**src/rtl/widget_motion_scheduler.sv**
```systemverilog
// Bounces NUM_WIDGETS sprites once per frame; one widget per cycle through one shared step unit.
// Latency: trigger cycle k -> widget i written at end of k+1+i, update_done in k+1+NUM_WIDGETS.
// Backpressure: none; VBlank edges outside IDLE are dropped. Optional WIDGET_PAUSE_EN adds a pause input.
module widget_motion_scheduler #(
  parameter int NUM_WIDGETS = 4,
  parameter int H_ACTIVE    = 640,
  parameter int V_ACTIVE    = 480
) (
  input  logic                     CLK_100MHz,
  input  logic                     Reset,
  input  logic                     VBlank,
`ifdef WIDGET_PAUSE_EN
  input  logic                     pause,
`endif
  input  logic [8:0]               xSize,
  input  logic [8:0]               ySize,
  input  logic [5*NUM_WIDGETS-1:0]  delX,
  input  logic [5*NUM_WIDGETS-1:0]  delY,
  input  logic [11*NUM_WIDGETS-1:0] firstX,
  input  logic [11*NUM_WIDGETS-1:0] firstY,
  output logic [11*NUM_WIDGETS-1:0] posX,
  output logic [11*NUM_WIDGETS-1:0] posY,
  output logic                     busy,
  output logic                     update_done
);

  localparam int IW = (NUM_WIDGETS > 1) ? $clog2(NUM_WIDGETS) : 1;
  localparam logic [IW-1:0] LAST_IDX = IW'(NUM_WIDGETS - 1);
  localparam logic [11:0]   H_LIM    = 12'(H_ACTIVE);
  localparam logic [11:0]   V_LIM    = 12'(V_ACTIVE);

  typedef enum logic [1:0] {INIT, IDLE, UPDATE, DONE} state_t;

  state_t                 state;
  state_t                 state_nxt;
  logic [IW-1:0]          idx;
  logic                   vblank_q;
  logic [10:0]            pos_x [NUM_WIDGETS];
  logic [10:0]            pos_y [NUM_WIDGETS];
  logic [NUM_WIDGETS-1:0] dir_x;
  logic [NUM_WIDGETS-1:0] dir_y;

  logic        trigger;
  logic [10:0] cur_x;
  logic [10:0] cur_y;
  logic [4:0]  del_x;
  logic [4:0]  del_y;
  logic        cur_dx;
  logic        cur_dy;
  logic [11:0] res_x;
  logic [11:0] res_y;

  // Returns {dir, pos}; a zero step is a strict hold, even when sitting past the far edge.
  function automatic logic [11:0] step(input logic [10:0] cur, input logic [4:0] del,
                                       input logic [8:0] size, input logic dir,
                                       input logic [11:0] lim);
    logic [11:0] nx;
    logic [11:0] far;
    logic [11:0] r;
    nx  = {1'b0, cur} + {7'd0, del};
    far = nx + {3'd0, size};
    r   = {dir, cur};
    if (del == 5'd0) begin
      r = {dir, cur};
    end else if (dir) begin
      if (far > lim) r = {1'b0, lim[10:0] - {2'b00, size}};
      else           r = {1'b1, nx[10:0]};
    end else begin
      if (cur < {6'd0, del}) r = {1'b1, 11'd0};
      else                   r = {1'b0, cur - {6'd0, del}};
    end
    return r;
  endfunction

  always_comb begin
    cur_x  = '0;
    cur_y  = '0;
    del_x  = '0;
    del_y  = '0;
    cur_dx = 1'b1;
    cur_dy = 1'b1;
    for (int i = 0; i < NUM_WIDGETS; i++) begin
      if (idx == IW'(i)) begin
        cur_x  = pos_x[i];
        cur_y  = pos_y[i];
        del_x  = delX[5*i +: 5];
        del_y  = delY[5*i +: 5];
        cur_dx = dir_x[i];
        cur_dy = dir_y[i];
      end
    end
    res_x = step(cur_x, del_x, xSize, cur_dx, H_LIM);
    res_y = step(cur_y, del_y, ySize, cur_dy, V_LIM);
  end

`ifdef WIDGET_PAUSE_EN
  assign trigger = VBlank && !vblank_q && !pause;
`else
  assign trigger = VBlank && !vblank_q;
`endif

  always_comb begin
    state_nxt = state;
    case (state)
      INIT:    state_nxt = IDLE;
      IDLE:    if (trigger) state_nxt = UPDATE;
      UPDATE:  if (idx == LAST_IDX) state_nxt = DONE;
      DONE:    state_nxt = IDLE;
      default: state_nxt = INIT;
    endcase
  end

  always_ff @(posedge CLK_100MHz or negedge Reset) begin
    if (!Reset) begin
      state    <= INIT;
      idx      <= '0;
      vblank_q <= 1'b1;
      dir_x    <= '1;
      dir_y    <= '1;
      for (int i = 0; i < NUM_WIDGETS; i++) begin
        pos_x[i] <= '0;
        pos_y[i] <= '0;
      end
    end else begin
      state    <= state_nxt;
      vblank_q <= VBlank;
      case (state)
        INIT: begin
          idx   <= '0;
          dir_x <= '1;
          dir_y <= '1;
          for (int i = 0; i < NUM_WIDGETS; i++) begin
            pos_x[i] <= firstX[11*i +: 11];
            pos_y[i] <= firstY[11*i +: 11];
          end
        end
        UPDATE: begin
          pos_x[idx] <= res_x[10:0];
          dir_x[idx] <= res_x[11];
          pos_y[idx] <= res_y[10:0];
          dir_y[idx] <= res_y[11];
          idx        <= (idx == LAST_IDX) ? '0 : idx + IW'(1);
        end
        default: idx <= '0;
      endcase
    end
  end

  always_comb begin
    posX = '0;
    posY = '0;
    for (int i = 0; i < NUM_WIDGETS; i++) begin
      posX[11*i +: 11] = pos_x[i];
      posY[11*i +: 11] = pos_y[i];
    end
  end

  // Gated by Reset so busy drops the instant reset asserts, though the state register sits in INIT.
  assign busy        = Reset && ((state == INIT) || (state == UPDATE));
  assign update_done = (state == DONE);

endmodule

```
**config.mk**
```make
export PLATFORM = sky130hd
export DESIGN_NAME = widget_motion_scheduler
export DESIGN_NICKNAME = d
export VERILOG_FILES = /design/src/rtl/widget_motion_scheduler.sv
export SDC_FILE = /design/constraint.sdc
export NUM_CORES = 1
export LEC_CHECK = 0
export BUFFER_PORTS_ARGS = -buffer_cell sky130_fd_sc_hd__clkbuf_2
export CORE_MARGIN = 2
export CORE_UTILIZATION = 50
export CTS_BUF_LIST = sky130_fd_sc_hd__clkbuf_2 sky130_fd_sc_hd__clkbuf_4 sky130_fd_sc_hd__clkbuf_8
export DETAILED_ROUTE_END_ITERATION = 7
export PLACE_DENSITY_LB_ADDON = 0.2
export SYNTH_ARGS = -nofsm -noshare
export SYNTH_HDL_FRONTEND = slang
export SYNTH_SLANG_ARGS = --single-unit
```
**constraint.sdc**
```tcl
create_clock -name CLK_100MHz -period 11.3 [get_ports CLK_100MHz]
set_clock_uncertainty 0.15 [all_clocks]
set_input_delay 1.695 -clock CLK_100MHz [delete_from_list [all_inputs] [get_ports CLK_100MHz]]
set_output_delay 1.695 -clock CLK_100MHz [all_outputs]
set_load 0.02 [all_outputs]
```
After elaboration in Yosys (flattened, before gate mapping)
Index checks and enable logic that the tools add are counted.
{ "word_totals": {"register_bits": 101, "wordCells": 101, "input_bits": 149} }
{ "classes": {"add_sub_neg": 9, "reduce_logical": 13, "n_mux": 49, "magnitude_cmp": 8, "bitwise_logic": 1, "eq_ne": 8} }
{ "op_table": {"columns": ["operator", "n"], "rows": [
  ["44-bit one-hot mux with 2 select lines", 2],
  ["11-bit two-way mux", 9],
  ["12-bit two-way mux", 8],
  ["44-bit bitwise mux", 2],
  ["5-bit two-way mux", 8],
  ["11-bit by 5-bit adder with 12-bit output", 2],
  ["12-bit by 9-bit adder with 12-bit output", 2],
  ["11-bit demux with 2-bit select", 1],
  ["11-bit by 5-bit less-than comparator with 1-bit output", 2],
  ["11-bit by 5-bit subtractor with 11-bit output", 2],
  ["4-bit one-hot mux with 2 select lines", 2],
  ["12-bit by 10-bit greater-than comparator with 1-bit output, second input constant", 1],
  ["12-bit by 9-bit greater-than comparator with 1-bit output, second input constant", 1],
  ["10-bit by 9-bit subtractor with 11-bit output, first input constant", 1],
  ["5-bit logical NOT", 2],
  ["9-bit by 9-bit subtractor with 10-bit output, first input constant", 1],
  ["1-bit two-way mux", 9],
  ["4-bit bitwise mux", 2],
  ["2-bit == test, second input constant", 4],
  ["2-bit two-way mux", 4],
  ["2-bit one-hot mux with 3 select lines", 1],
  ["2-bit by 1-bit == test with 1-bit output, second input constant", 2],
  ["1-bit logical AND", 4],
  ["2-bit logical NOT", 2],
  ["13 further kinds", 14]
]} }

Longest topological paths before layout
Gate-level depths: netlist of the first run.
{ "depth": {"word_depth": 13, "mapped_depth": 33} }

Worst setup path before layout of the first run
OpenSTA, ideal clock, no wires.
{ "synth_path": {"kind": "input-to-reg", "from": "input port delX[0]", "to": "register pos_x (netlist bit posX[26])", "required_time_ns": 11.013, "n_path_buf": 0, "arrival_time_ns": 6.012, "stages": 24, "setup_time_ns": 0.137, "path_slack_ns": 5.002, "path_cell_list": "nand3b_1 > a21oi_1 > a21oi_1 > o21ai_0 > ha_1 > inv_1 > fa_1 > o21ba_1 > o21ai_1 > o2111ai_2 > nor2_1 > nand2_1 > xnor2_1 > inv_1 > ha_1 > o211ai_1 > o21ai_0 > o311ai_0 > nor3_1 > a211oi_2 > o21ai_4 > mux2i_1 > o31ai_2 > a21oi_1"} }
{ "synth_between": {"elab_chain_len": 12} }
{ "synth_lines": {"columns": ["item", "line_no", "source"], "rows": [
  ["start: declaration", "17", "input logic [5*NUM_WIDGETS-1:0] delX,"],
  ["5-bit two-way mux * (4 in series)", "83", "if (idx == IW'(i)) begin"],
  ["11-bit by 5-bit adder with 12-bit output", "60", "nx = {1'b0, cur} + {7'd0, del};"],
  ["12-bit by 9-bit adder with 12-bit output", "61", "far = nx + {3'd0, size};"],
  ["12-bit by 10-bit greater-than comparator with 1-bit output", "66", "if (far > lim) r = {1'b0, lim[10:0] - {2'b00, size}};"],
  ["12-bit two-way mux", "66", null],
  ["12-bit two-way mux", "65", "end else if (dir) begin"],
  ["12-bit two-way mux *", "63", "if (del == 5'd0) begin"],
  ["44-bit bitwise mux *", "138", "pos_x[idx] <= res_x[10:0];"],
  ["44-bit one-hot mux with 2 select lines *", "127", "case (state)"],
  ["end signal: indexed assignment", "133", "pos_x[i] <= firstX[11*i +: 11];"],
  ["end signal: indexed assignment", "138", null],
  ["end: declaration", "38", "logic [10:0] pos_x [NUM_WIDGETS];"]
]} }
Mark *: on every way between the ends. The rest lies on a longest branch, timed or not.
A chain may end at the register's enable or synchronous reset.

Worst setup path after layout of the first run
{ "layout_path": {"from": "register idx[1]", "to": "register pos_x (netlist bit posX[20])"} }
{ "layout_between": {"elab_chain_len": 13} }
{ "layout_lines": {"columns": ["item", "line_no", "source"], "rows": [
  ["start: declaration", "36", "logic [IW-1:0] idx;"],
  ["start signal: assignment", "142", "idx <= (idx == LAST_IDX) ? '0 : idx + IW'(1);"],
  ["2-bit logical NOT", "83", null],
  ["11-bit two-way mux / 5-bit two-way mux (equally long branches) (4 in series)", "83", null],
  ["11-bit by 5-bit adder with 12-bit output", "60", null],
  ["12-bit by 9-bit adder with 12-bit output", "61", null],
  ["12-bit by 10-bit greater-than comparator with 1-bit output", "66", null],
  ["12-bit two-way mux", "66", null],
  ["12-bit two-way mux", "65", null],
  ["12-bit two-way mux", "63", null],
  ["44-bit bitwise mux *", "138", null],
  ["44-bit one-hot mux with 2 select lines *", "127", null]
]} }
Marked as above.

==> results by group, run 1 <==
Clock tree
  – Total CTS buffers: 9
  – Sink Count: 101
  – Post-cts sizing count: 0
  – CTS tree: built
  – Clock transition at path regs: ~0.11 ns
  – H-Tree Depth: 3
  – Max Buffers Root-to-Sink: 2
  – CTS Root Cell: clkbuf_8
  – Clock insertion delay at the later pin of the skew report: 0.40 ns
  – Cts hold-fix bufs: 0
  – Post-CTS setup repair buffer count: 0

Logic synthesis
  – Ys async rst share: 100%
  – Cell accounting for the most synthesized area: dfrtp_1
  – Cells after synthesis: roughly 1200
  – Number of synthesized flops with an enable pin: 0
  – Ranking of synthesized cells by area: dfrtp_1 (25%), nand2_1 (7.6%), a21oi_1 (7.5%)
  – Sequential area share after synthesis: ~27%
  – Yosys warnings: 0
  – Syn Nets: between 1000 and 1500
  – Seq cells post-synth: between 100 and 150
  – Syn_area_per_cell: a little under 8 um^2
  – Post-synthesis cell type count: 93
  – Share of the synthesized area in the top cell type: around 25%
  – Post-Syn Area: 0.00926 mm^2
  – Top FF cell, synth: dfrtp_1

Routing
  – Met3 routed WL: 2940 um
  – Final wirelength: around 33000 um
  – M1 WL: approximately 14000 um
  – Drc violations: 36
  – DR WL/cell: 20.3 um
  – Via count: roughly 10000
  – Uppermost layer routed: met4
  – Drt via density: a little over 6
  – Iteration-0 DRC Markers: ~1100
  – Met2 WL: around 15000 um
  – Antenna-violating nets left: 0
  – 1st-pass router iterations: 8

STA
  – Crit share post-route: ~66%
  – RSZ-0062 raised after global routing: false
  – Slew Limit Fails: 0
  – Slew Limit Headroom: between 10% and 20%
  – Worst slew pin tran: 1.26 ns
  – Achievable frequency: roughly 0.13 GHz
  – Final min period: between 7 and 8 ns
  – Final hold violation count: 0
  – Final setup violation count: 0
  – Post-Route Setup TNS: 0 ns

Global routing
  – First-pass GRT wire length: around 51000 um
  – Largest net degree at the start of global routing: 70
  – Initial antenna violation count: 1
  – Vias in the first global route: about 9500
  – Total gr overflow: 0
  – GRT Total Usage: 32.8%

Placed design
  – Buffers on Ports: 238
  – GPL Wtd Cong: about 0.96
  – DP HPWL: 24200 um

Critical path
  – Slowest-stage cell, CP: a221oi_1
  – Arr. time, crit path: 7.52 ns
  – Critical Path Sink Type: flop
  – CP Launch Type: flop
  – Crit Path Class: flop to flop
  – Buf/Inv on CP: 4
  – Critical Path RT: between 10 and 15 ns
  – Crit path top cell by count: a21oi_1
  – Crit path max-delay family: compound AO/OA/AOI/OAI gates
  – CP max stage delay: around 0.52 ns
  – CP Max Fanout: 39

Die
  – Full die area: 0.0196 mm^2
  – Die Span Y: roughly 140 um
  – I/O Pins: approximately 240
  – Initial Utilization: roughly half
  – Die Wd: between 100 and 150 um
  – Row count: 49
  – Core area: roughly 0.018 mm^2

Final layout
  – Fraction of layout cells with a size suffix above 1: 24.0%
  – Nets: 1584
  – Multi-input logic area: approximately 0.0062 mm^2
  – Area grow syn2layout: 15.6%
  – Most frequent cells in the layout: clkbuf_2 (237), nand2_1 (187), a21oi_1 (139)
  – Register area: 0.00254 mm^2
  – Fillcell total: about 1700
  – Commonest non-fill, non-tap cell in the layout: clkbuf_2

Min path
  – Hold WC Path Type: flop to flop

Job
  – Max cap viols: 0

Outcome
  – Status: finished with violations
  – Failing checks: DRC
state kept, by name (all words and copies together), names as in the netlist:
register / flops
posX: 44
idx: 2
dir_x: 4
vblank_q: 1
state: 2
posY: 44
dir_y: 4
area by class of cell:
| type | count | area share, % |
|---|---|---|
| sequential | 101 | 23.7 |
| clock buffer | 12 | 1.49 |
| multi-input combinational | 967 | 58.1 |
| clock inverter | 4 | 0.281 |
| antenna | 1 | 0.0234 |
| tap | 229 | 2.68 |
| timing repair buffer | 250 | 12.0 |
| inverter | 48 | 1.68 |
metrics by stage:
| stage | instances | hold WS (ns) | utilization, % | worst slack (ns) | cell area [um^2] |
|---|---|---|---|---|---|
| 5_1_grt | 1611 | 0.370 | 59.1 | 3.31 | 10700 |
| 2_1_floorplan | 1192 | 0.328 | - | 5.00 | 9260 |
| 3_3_place_gp | 1595 | 0.341 | 58.1 | 4.09 | 10500 |
| 3_5_place_dp | 1595 | 0.340 | 58.1 | 3.92 | 10500 |
| 6_report | 1612 | 0.360 | 59.2 | 3.87 | 10700 |
| 4_1_cts | 1611 | 0.359 | 59.1 | 4.00 | 10700 |
synthesized netlist by cell type, drive strengths merged, types with 7 or more instances:
master / n
xor2: 16
dfstp: 9
o22ai: 32
clkbuf: 55
nor2b: 10
dfrtp: 92
nand3: 19
nor4: 7
o22a: 7
mux2i: 11
a211oi: 11
buf: 21
a21oi: 141
o221ai: 12
xnor2: 25
nand2b: 14
and3: 51
nor2: 80
inv: 48
nor3: 25
o21ai: 75
ha: 52
a31oi: 21
nand2: 187
and2: 13
a21o: 15
o21a: 18
a221o: 8
a22oi: 8
o31ai: 8
path summary, 6_finish.rpt:
check	startpoint	to	slack, ns	cells after the start
hold reg to reg	dir_x[3]$_DFFE_PN1P_	dir_x[3]$_DFFE_PN1P_	0.36	2
setup reg to reg	idx[1]$_DFF_PN0_	posX[20]$_DFFE_PN0P_	3.87	27
setup / recovery	idx[1]$_DFF_PN0_	posX[20]$_DFFE_PN0P_	3.87	27
hold / removal	dir_x[3]$_DFFE_PN1P_	dir_x[3]$_DFFE_PN1P_	0.36	2
max in group asynchronous	Reset	posY[1]$_DFFE_PN0P_	8.66	2
min in group asynchronous	Reset	posY[20]$_DFFE_PN0P_	1.07	1
worst register-to-register path, stage by stage (launching register included):
cell and delay [ns]:
dfrtp_1 0.43, inv_1 0.10, ha_2 0.33, buf_4 0.50, inv_2 0.26, and3_1 0.21
a21oi_1 0.12, nor2_1 0.05, a21oi_1 0.14, nor2_1 0.05, a21oi_1 0.47, inv_1 0.15
ha_1 0.32, nor3b_1 0.05, nor3_1 0.36, xor2_1 0.32, ha_1 0.35, and3_1 0.21
a221oi_1 0.52, o21a_1 0.21, a211oi_1 0.08, a41oi_1 0.39, a2111oi_2 0.10, a211oi_2 0.46
o21ai_4 0.20, o221ai_1 0.20, a21boi_0 0.43, a21oi_1 0.12
logic make-up after synthesis:
logic type,synth area share (%)
flops,27.4
compound gates,30.0
mux,1.72
fa+ha+maj,8.32
buf+inv,5.65
xor+xnor,3.88
simple gates,23.0
layer usage:
metal	up-vias	track usage, %
met5	-	0
met4	0	11.4
met3	59	5.71
met2	524	52.2
met1	4756	45.3
li1	4678	-
Power of run 1 is not shown: default switching activity piles up to over one toggle a cycle in this logic, so the estimate is an artifact.
==> inputs of run 2 (changes only) <==
Clock period 11.3 ns to 6.3 ns, I/O delays scaled along.
==> run 2 against run 1 <==
Effect of this change: the run still ends with DRC left; clock-buffer cell count shrank 1; register-to-register slack worse by 3.6 ns; worst hold slack worse by 0.025 ns; first-iteration DRC count down 6.2%; critical path depth down 6; non-clock buffer count increased by 21; die area is the same; global-route usage rose by 0.46 points; wire length grew 2.2%; flip-flop and latch count did not move; worst setup slack got worse by 3.6 ns; largest cell class unchanged.
==> results by group, run 2 (synthesized netlist as in run 1, its figures left out) <==
Routing
  – Drt via density: 6.22 (about the same)
  – Drc violations: 14 (-61%)
  – Final wirelength: 33500 um (+2.2%)
  – Antenna-violating nets left: 0 (unchanged)
  – Via count: 10200 (+1.3%)
  – Iteration-0 DRC Markers: 1019 (-6.2%)
  – 1st-pass router iterations: 8 (unchanged)
  – DR WL/cell: 20.5 um (+0.84%)

Critical path
  – Reg2reg end: posY[1]$_DFFE_PN0P_
  – Critical Path Sink Type: flop
  – CP Launch Type: flop
  – Critical Path RT: 6.38 ns (-5.01 ns)
  – FF-to-FF path depth: 21 (-22%)
  – Worst r2r src: idx[0]$_DFF_PN0_
  – Arr. time, crit path: 6.06 ns (-1.46 ns)
  – R2R Setup Slk: 0.32 ns (-3.55 ns)
  – Crit Path Class: flop to flop
  – CP Max Fanout: 21 (-46%)

Final layout
  – Fraction of layout cells with a size suffix above 1: 26.3% (+2.3 points)
  – Most frequent cells in the layout: clkbuf_2 (237), nand2_1 (187), a21oi_1 (136)
  – # diodes: 0 (-1)
  – Multi-input logic area: 0.00638 mm^2 (+2.6%)
  – Fillcell total: 1667 (-3.8%)
  – Area grow syn2layout: 19.0%
  – Register area: 0.00254 mm^2 (unchanged)
  – Nets: 1606 (+1.4%)
  – Commonest non-fill, non-tap cell in the layout: clkbuf_2

Placed design
  – GPL Wtd Cong: 0.958 (+0.15%)
  – Worst Setup Slack post-DPL: -0.133 ns (-4.05 ns)
  – DP HPWL: 24800 um (+2.2%)
  – Buffers on Ports: 238 (unchanged)

Clock tree
  – CTS tree: built
  – H-Tree Depth: 3 (unchanged)
  – Sink Count: 101 (unchanged)
  – Total CTS buffers: 9 (unchanged)
  – Cts hold-fix bufs: 0 (unchanged)
  – Clock insertion delay at the later pin of the skew report: 0.40 ns (about the same)
  – Clock transition at path regs: 0.11 ns (about the same)
  – CTS Root Cell: clkbuf_8
  – Max Buffers Root-to-Sink: 2 (unchanged)

STA
  – Final setup violation count: 0 (unchanged)
  – RSZ-0062 raised after global routing: true
  – Slew Limit Headroom: 14.3% (-2.0 points)
  – Worst slew pin tran: 1.29 ns (+0.0298 ns)
  – Achievable frequency: 0.167 GHz (+24%)
  – Final worst slack: 0.316 ns (-3.55 ns)
  – Final hold violation count: 0 (unchanged)
  – Slew Limit Fails: 0 (unchanged)
  – Crit share post-route: 95.0% (+29 points)
  – Final min period: 5.98 ns (-1.45 ns)
  – Min Hold Slack: 0.335 ns (-0.0252 ns)

Die
  – Die Span Y: 140 um (unchanged)
  – Full die area: 0.0196 mm^2 (unchanged)
  – Initial Utilization: 51.2% (unchanged)
  – Row count: 49 (unchanged)
  – Die Wd: 140 um (unchanged)
  – I/O Pins: 239 (unchanged)
  – Core area: 0.0181 mm^2 (unchanged)

Min path
  – Hold WC Path Type: primary input to async pin

Global routing
  – Initial antenna violation count: 0 (-1)
  – Largest net degree at the start of global routing: 67 (-4.3%)
  – First-pass GRT wire length: 52100 um (+2.0%)
  – GRT Total Usage: 33.2% (+0.46 points)
  – Total gr overflow: 0 (unchanged)
  – Vias in the first global route: 9455 (-0.42%)

Job
  – Max cap viols: 0 (unchanged)

Outcome
  – Failing checks: DRC
  – Status: finished with violations
==> run 2: cell types whose count changed in the layout (fill, tap and decap cells not counted), sizes merged <==
| cell | before | now |
|---|---|---|
| diode | 1 | 0 |
| clkbuf | 249 | 248 |
| inv | 49 | 50 |
| buf | 13 | 34 |
| o21ai | 75 | 76 |
==> run 2: layout make-up <==
type	instances	share of cell area, %
multi-input combinational	968	57.9
timing repair buffer	271	13.2
inverter	48	1.66
sequential	101	23.0
clock buffer	11	1.26
tap	229	2.60
clock inverter	5	0.318
==> run 2: how the worst max path moves through the flow <==
stage / slack [ns] / start / end
finish: 0.32 / idx[0]$_DFF_PN0_ / posY[1]$_DFFE_PN0P_
detailed placement: -0.13 / idx[0]$_DFF_PN0_ / posY[1]$_DFFE_PN0P_
floorplan: 0.18 / idx[1]$_DFF_PN0_ / posX[26]$_DFFE_PN0P_
global placement: 0.13 / delX[0] / posX[38]$_DFFE_PN0P_
CTS: 0.04 / idx[1]$_DFF_PN0_ / posX[5]$_DFFE_PN0P_
global route: -0.06 / idx[0]$_DFF_PN0_ / posY[34]$_DFFE_PN0P_
==> run 2: metal layers <==
metal / share of wire, % / vias to the layer above / track usage [%]
met5: 0 / - / 0
li1: - / 4733 / -
met3: 8.3 / 68 / 4.62
met1: 44 / 4809 / 47.4
met4: 2.6 / 0 / 11.1
met2: 45 / 541 / 52.3
==> run 2: repair_timing <==
action                     4_1_cts  5_1_grt
gates resized for setup          2       30
pin swaps                        0       12
buffers inserted                 0        5
setup endpoints to repair       21       95
cloned                           0        1
==> run 2: critical path: stages (launching register included) <==
cell,delay (ns)
dfrtp_1,0.46
ha_2,0.52
buf_4,0.35
nand2_1,0.12
o31ai_2,0.12
ha_1,0.23
inv_1,0.05
fa_1,0.38
or2_2,0.29
a21oi_1,0.19
nor2_1,0.07
xnor2_1,0.33
ha_1,0.35
o21a_1,0.20
o211ai_1,0.14
o21ai_0,0.17
a221oi_1,0.36
o21a_1,0.24
o221ai_4,0.24
and3_1,0.30
o41ai_4,0.41
a21oi_1,0.12
==> run 2: through the flow <==
stage          TNS, ns  utilization (%)  instance area [um^2]  std cells
2_1_floorplan        0                -                  9260       1192
3_3_place_gp         0             58.8                 10600       1611
3_5_place_dp     -1.28             58.8                 10600       1611
4_1_cts              0             59.8                 10800       1627
5_1_grt         -0.469             60.9                 11000       1633
6_report             0             60.9                 11000       1633
Power of run 2 is left out for the same reason.
